## src/rtl/trace_req_pkg.sv

```systemverilog
// Shared types for the trace request queue: operation codes, request record and
// the DDR5 address-field layout used by the head-entry decoder.
package trace_req_pkg;

    localparam int REQ_TIME_W = 64;
    localparam int REQ_ADDR_W = 34;
    localparam int CORE_W     = 4;

    // DDR5 field placement inside the physical address; addr[1:0] is the byte select.
    localparam int ROW_LSB   = 18;
    localparam int ROW_W     = 16;
    localparam int COLH_LSB  = 12;
    localparam int COLH_W    = 6;
    localparam int COLL_LSB  = 2;
    localparam int COLL_W    = 4;
    localparam int COL_W     = COLH_W + COLL_W;
    localparam int BANK_LSB  = 10;
    localparam int BANK_W    = 2;
    localparam int BG_LSB    = 7;
    localparam int BG_W      = 3;
    localparam int CHAN_LSB  = 6;

    typedef enum logic [1:0] {
        READ    = 2'd0,
        WRITE   = 2'd1,
        IFETCH  = 2'd2,
        ILLEGAL = 2'd3
    } op_e;

    typedef struct packed {
        logic [REQ_TIME_W-1:0] req_time;
        logic [CORE_W-1:0]     core;
        op_e                   op;
        logic [REQ_ADDR_W-1:0] addr;
    } req_t;

    typedef struct packed {
        logic [ROW_W-1:0]  row;
        logic [COL_W-1:0]  col;
        logic [BANK_W-1:0] bank;
        logic [BG_W-1:0]   bg;
        logic              chan;
    } dram_addr_t;

endpackage

```

## src/rtl/trace_addr_map.sv

```systemverilog
// Combinational physical-address to DDR5 field decode (row/col/bank/bg/chan).
module trace_addr_map
    import trace_req_pkg::*;
#(
    parameter int ADDR_W = REQ_ADDR_W
) (
    input  logic [ADDR_W-1:0] addr_i,
    output dram_addr_t        dram_o
);

    logic unused_byte_sel;

    assign dram_o.row  = addr_i[ROW_LSB +: ROW_W];
    assign dram_o.col  = {addr_i[COLH_LSB +: COLH_W], addr_i[COLL_LSB +: COLL_W]};
    assign dram_o.bank = addr_i[BANK_LSB +: BANK_W];
    assign dram_o.bg   = addr_i[BG_LSB +: BG_W];
    assign dram_o.chan = addr_i[CHAN_LSB];

    // Byte select never reaches the DRAM; fold it away explicitly.
    assign unused_byte_sel = ^addr_i[1:0];

endmodule

```

## src/rtl/trace_req_queue.sv

```systemverilog
// In-order trace request queue: buffers parsed requests and releases the head once
// the CPU-cycle counter reaches its trace time. Optional logging: TRACE_REQ_LOG_EN.
module trace_req_queue
    import trace_req_pkg::*;
#(
    parameter int DEPTH  = 16,
    parameter int TIME_W = REQ_TIME_W,
    parameter int ADDR_W = REQ_ADDR_W,
    localparam int PTR_W = $clog2(DEPTH),
    localparam int CNT_W = PTR_W + 1
) (
    input  logic              clk,
    input  logic              rst_n,
    input  logic              in_valid,
    output logic              in_ready,
    input  logic [TIME_W-1:0] in_time,
    input  logic [3:0]        in_core,
    input  logic [1:0]        in_op,
    input  logic [ADDR_W-1:0] in_addr,
    output logic              out_valid,
    input  logic              out_ready,
    output logic [TIME_W-1:0] out_time,
    output logic [3:0]        out_core,
    output logic [1:0]        out_op,
    output logic [15:0]       out_row,
    output logic [9:0]        out_col,
    output logic [1:0]        out_bank,
    output logic [2:0]        out_bg,
    output logic              out_chan,
    output logic [CNT_W-1:0]  count,
    output logic [TIME_W-1:0] cycle,
    output logic              err_illegal
);

    typedef enum logic {
        WAIT  = 1'b0,
        READY = 1'b1
    } head_state_e;

    head_state_e      state_q, state_d;
    logic [PTR_W-1:0] rd_ptr_q, rd_ptr_d;
    logic [PTR_W-1:0] wr_ptr_q, wr_ptr_d;
    logic [CNT_W-1:0] count_q, count_d;
    logic [TIME_W-1:0] cycle_q;
    logic             err_q;

    req_t       mem_q [DEPTH];
    req_t       head;
    req_t       wr_req;
    dram_addr_t head_dram;

    logic full, empty, push, push_keep, push_drop, pop, head_due;

    assign full      = (count_q == CNT_W'(DEPTH));
    assign empty     = (count_q == '0);
    assign in_ready  = !full;
    assign push      = in_valid && in_ready;
    assign push_keep = push && (op_e'(in_op) != ILLEGAL);
    assign push_drop = push && (op_e'(in_op) == ILLEGAL);

    assign head     = mem_q[rd_ptr_q];
    assign head_due = !empty && (head.req_time <= cycle_q);

    // READY keeps a released head valid regardless of the counter; a fresh head is judged live.
    assign out_valid = !empty && ((state_q == READY) || head_due);
    assign pop       = out_valid && out_ready;

    assign wr_req = '{req_time: in_time, core: in_core, op: op_e'(in_op), addr: in_addr};

    always_comb begin
        // NOTE: every always_comb output gets a default first so no path can infer a latch.
        state_d = state_q;
        unique case (state_q)
            WAIT:    if (head_due && !pop) state_d = READY;
            READY:   if (pop) state_d = WAIT;
            default: state_d = WAIT;
        endcase
    end

    always_comb begin
        rd_ptr_d = rd_ptr_q + PTR_W'(pop);
        wr_ptr_d = wr_ptr_q + PTR_W'(push_keep);
        count_d  = count_q;
        unique case ({push_keep, pop})
            2'b10:   count_d = count_q + CNT_W'(1);
            2'b01:   count_d = count_q - CNT_W'(1);
            default: count_d = count_q;
        endcase
    end

    // NOTE: sequential state uses non-blocking assignments so every register samples pre-edge values.
    always_ff @(posedge clk or negedge rst_n) begin
        if (!rst_n) begin
            state_q  <= WAIT;
            rd_ptr_q <= '0;
            wr_ptr_q <= '0;
            count_q  <= '0;
            cycle_q  <= '0;
            err_q    <= 1'b0;
        end else begin
            state_q  <= state_d;
            rd_ptr_q <= rd_ptr_d;
            wr_ptr_q <= wr_ptr_d;
            count_q  <= count_d;
            cycle_q  <= cycle_q + TIME_W'(1);
            err_q    <= push_drop;
        end
    end

    // NOTE: entry storage is deliberately not reset; count gates every read, so stale contents are never seen.
    always_ff @(posedge clk) begin
        if (push_keep) begin
            mem_q[wr_ptr_q] <= wr_req;
        end
    end

    trace_addr_map #(
        .ADDR_W (ADDR_W)
    ) u_addr_map (
        .addr_i (head.addr),
        .dram_o (head_dram)
    );

    assign out_time    = head.req_time;
    assign out_core    = head.core;
    assign out_op      = head.op;
    assign out_row     = head_dram.row;
    assign out_col     = head_dram.col;
    assign out_bank    = head_dram.bank;
    assign out_bg      = head_dram.bg;
    assign out_chan    = head_dram.chan;
    assign count       = count_q;
    assign cycle       = cycle_q;
    assign err_illegal = err_q;

`ifdef TRACE_REQ_LOG_EN
    always_ff @(posedge clk) begin
        if (rst_n) begin
            if (push_keep) begin
                $display("[trace_req_queue] push cycle=%0d core=%0d op=%0d addr=0x%0h",
                         cycle_q, in_core, in_op, in_addr);
            end
            if (push_drop) begin
                $display("[trace_req_queue] warning: illegal op dropped cycle=%0d core=%0d addr=0x%0h",
                         cycle_q, in_core, in_addr);
            end
            if (pop) begin
                $display("[trace_req_queue] pop  cycle=%0d core=%0d op=%0d addr=0x%0h",
                         cycle_q, head.core, head.op, head.addr);
            end
        end
    end
`endif

endmodule

```

## config.mk

```make
export PLATFORM = sky130hd
export DESIGN_NAME = trace_req_queue
export DESIGN_NICKNAME = d
export VERILOG_FILES = /design/src/rtl/trace_req_pkg.sv /design/src/rtl/trace_addr_map.sv /design/src/rtl/trace_req_queue.sv
export SDC_FILE = /design/constraint.sdc
export NUM_CORES = 1
export LEC_CHECK = 0
export ABC_AREA = 0
export BUFFER_PORTS_ARGS = -buffer_cell sky130_fd_sc_hd__buf_2
export CAP_MARGIN = 20
export CORE_MARGIN = 4
export CORE_UTILIZATION = 50
export DETAILED_ROUTE_END_ITERATION = 8
export PLACE_DENSITY_LB_ADDON = 0.2
export SLEW_MARGIN = 20
export SYNTH_ARGS = -nofsm -noshare
export SYNTH_HDL_FRONTEND = slang
export SYNTH_SLANG_ARGS = --single-unit
```

## constraint.sdc

```tcl
create_clock -name clk -period 11.4 [get_ports clk]
set_clock_uncertainty 0.05 [all_clocks]
set_input_delay 1.71 -clock clk [delete_from_list [all_inputs] [get_ports clk]]
set_output_delay 1.71 -clock clk [all_outputs]
set_load 0.02 [all_outputs]
```

==> impl_metrics.ini <==
[placement]
hpwl_um = 88530
placed_area_um2 = 70420
gp_congestion = 0.8242
dp_slack_ps = 3070
port-buffer-count = 279

[logic_synthesis]
synth_nets = 3305
syn_inst = 3123
synth_edf_count = 1632
ys_seq_elements = 1711
synth_compound_area_share_pct = 2.306
muxShareOfSynthArea_pct = 15.70
synth.distinct_cells = 47
synth-main-ff-cell = edfxtp_1
synth_seq_area_share_pct = 76.41
netlist_area_um2 = 66720
synthXorXnorAreaFrac_pct = 0.9320
yosys.area_share.adder_pct = 1.399
syn-mean-instance-area_um2 = 21.37
synth_top_family_by_area = multiplexers
postSynth.asyncResetShare_pct = 4.617
yosys.area_share.simple_pct = 1.930
ys_warn_count = 0

[route]
ant_nets = 0
wl_per_cell_um = 30.09
finalWirelength_um = 162700
num_vias = 32970
drc = 0
dr.pass1.iters = 7
via_per_inst = 6.099
drt_iter0_drc = 3569

[clock_network]
clockRootBuffer = clkbuf_16
cts_buffers = 172
cts_hold_buf = 0
clock_path_buffers = 3
cts_sinks = 1711
clk_pin_slew_ps = 60
cts-htree-levels = 4
post-cts-setup-buffers = 0
post_cts_resized = 0
cts_tree = yes
clock_latency_ps = 790

[setup_path]
r2r_start = rd_ptr_q[0]
cp.arrival_ps = 6800
worstSetupPathType = reg -> out
cpPeakStageDelay_ps = 780
slowest_stage = nor4_1
r2r_slack_ps = 4090
required_ps = 9640
end_kind = output pin
worstPathCellList = buf_16 -> buf_4 -> mux4_2 -> mux4_2 -> ha_1 -> nand4_1 -> nor4_1 -> nand4_1 -> a31oi_1 -> a211oi_1 -> or2_2 -> buf_2
rr_worst_depth = 20
r2r_end = count[4]
worstPathMaxFanout = 35
critPathLaunchType = flip-flop

[pwr]
combPwrFrac_pct = 31.7
ir_drop_uv = 169.6
power_density_nw_per_um2 = 252.6
p_seq_share_pct = 39.8
power_mw = 19.19
power.internal_mw = 13.03
p_sw_mw = 6.158
leakage_nw = 25.01
pwr-share-clk_pct = 28.5
switching_share_pct = 32.09

[global_routing]
grt_pass1_wl_um = 236000
grt_overflow_total = 0
grt_start_max_net_pins = 89
gr-usage-met3_pct = 5.065
grt_pass1_vias = 33870
use_met1_pct = 32.02
grt.busiest_layer = met2
antenna_found_initial = 36
grtUsageTotal_pct = 23.37
use_met2_pct = 37.57

[floorplan]
pin_count = 282
die-area_um2 = 139400
rows = 133
die_width_um = 373.3
start_util_pct = 50.56
die_y_um = 373.3
core_area_um2 = 132000

[sta]
period_share_pct = 75.07
slew_viol_final = 0
min_period_ps = 8558
tightest_slew_ps = 1095
fmax_mhz = 116.8
slew_headroom_pct = 26.71
finalSetupViolations = 0
hold_viol_final = 0
rsz0062_at_grt = false
timing.setup.tns_ps = 0
layout_setup_ws_ps = 2842

[min_path]
worstHoldEndpoint = cycle[4]
hold_start = cycle[4]
hold_class = reg -> reg
hold_depth = 1

[finish]
utilization_pct = 57.57
nNetsFinal = 3678
area_growth_pct = 13.86
stdcell_area_um2 = 75970
drive_above_1_share_pct = 28.88

[flow_run]
max-cap-violations = 0

[status]
outcome = complete, no violations
-- state kept, by name (all words and copies together), names as in the netlist --
register     count
mem_q         1632
cycle           64
count            5
rd_ptr_q         4
wr_ptr_q         4
err_illegal      1
state_q          1
-- logic make-up after synthesis --
| kind of cell | count (synthesis) |
|---|---|
| mux | 548 |
| xor+xnor | 71 |
| simple gates | 251 |
| buf+inv | 220 |
| fa+ha+maj | 74 |
| compound gates | 248 |
| flops | 1711 |
-- worst max-delay path by stage --
stage                      startpoint       endpoint  cells past startpoint
after floorplan              in_op[0]  mem_q[0][100]                      4
after global placement    rd_ptr_q[0]      out_valid                     11
after detailed placement  rd_ptr_q[0]      out_valid                     11
after CTS                 rd_ptr_q[0]      out_valid                     11
after global routing      rd_ptr_q[0]      out_valid                     12
final                     rd_ptr_q[0]      out_valid                     12
-- layer usage --
layer | part of all wire [%] | vias up | wire [um]
li1 | - | 13770 | -
met1 | 40 | 17520 | 64320
met2 | 49 | 1339 | 79470
met3 | 8.1 | 312 | 13190
met4 | 3.4 | 28 | 5482
met5 | 0.12 | - | 193
-- power by group through the flow --
| stage | sequential, mW | clock (mW) | combinational (mW) |
|---|---|---|---|
| final | 7.64 | 5.46 | 6.08 |
| after global routing | 7.68 | 5.84 | 6.54 |
| after CTS | 7.69 | 5.57 | 6.13 |
| after detailed placement | 7.82 | 0 | 6.11 |
| after global placement | 7.78 | 0 | 6.02 |
| after floorplan | 7.66 | 0 | 4.21 |
-- critical path, delay by kind of cell, from the launching register on --
family	cells	cell delay [ps]
buf+inv	3	1010
compound gates	2	920
simple gates	4	1960
flops	1	650
fa+ha+maj	1	350
mux	2	1080
-- metrics by stage --
stage,cells,hold WS (ps)
after floorplan,3123,423.1
after global placement,5075,443.2
after detailed placement,5075,463.6
after CTS,5392,474.8
after global routing,5397,494.3
final,5405,469.6
-- Yosys cell counts, types with 3 or more instances --
cell | instances | area, um^2
edfxtp_1 | 1632 | 49010
mux4_2 | 396 | 8919
mux2i_1 | 121 | 1211
nand2_1 | 96 | 360.4
o21ai_0 | 82 | 410.4
dfrtp_1 | 79 | 1977
inv_1 | 76 | 285.3
ha_1 | 73 | 913.4
a21oi_1 | 68 | 340.3
clkbuf_1 | 68 | 255.2
xnor2_1 | 66 | 578.1
a221oi_1 | 40 | 350.3
buf_1 | 40 | 150.1
a22oi_1 | 39 | 292.8
buf_2 | 34 | 170.2
nor2_1 | 33 | 123.9
mux2_2 | 31 | 349.1
nand3_1 | 30 | 150.1
nand4_1 | 27 | 168.9
nor3_1 | 19 | 95.09
and4_1 | 9 | 78.83
nor4_1 | 8 | 50.05
a21o_1 | 5 | 37.54
xor2_1 | 5 | 43.79
o21a_1 | 4 | 30.03
or3_1 | 4 | 25.02
a211oi_1 | 3 | 22.52
a2bb2oi_1 | 3 | 26.28
nand2b_1 | 3 | 18.77
nor4_4 | 3 | 63.81
or4_1 | 3 | 22.52
-- area by class of cell --
cell class                 count  area, um^2
tap                         1755        2196
inverter                      76       285.3
clock buffer                 230        4698
fill                        9498       55990
antenna                       11       27.53
timing repair buffer         343        1999
clock inverter                87       769.5
multi-input combinational   1192       15000
sequential                  1711       51000
-- layout by cell type, fill, tap and decap left out, drive strengths merged, types with 31 or more instances in the layout --
master  instances
xnor2          66
inv            82
a21oi          68
nor2           33
nand2          96
a22oi          39
o21ai          82
clkinv         63
a221oi         40
ha             73
edfxtp       1632
dfrtp          79
mux4          396
mux2i         121
clkbuf        230
buf           343
mux2           31
(Power assumes the default switching activity.)
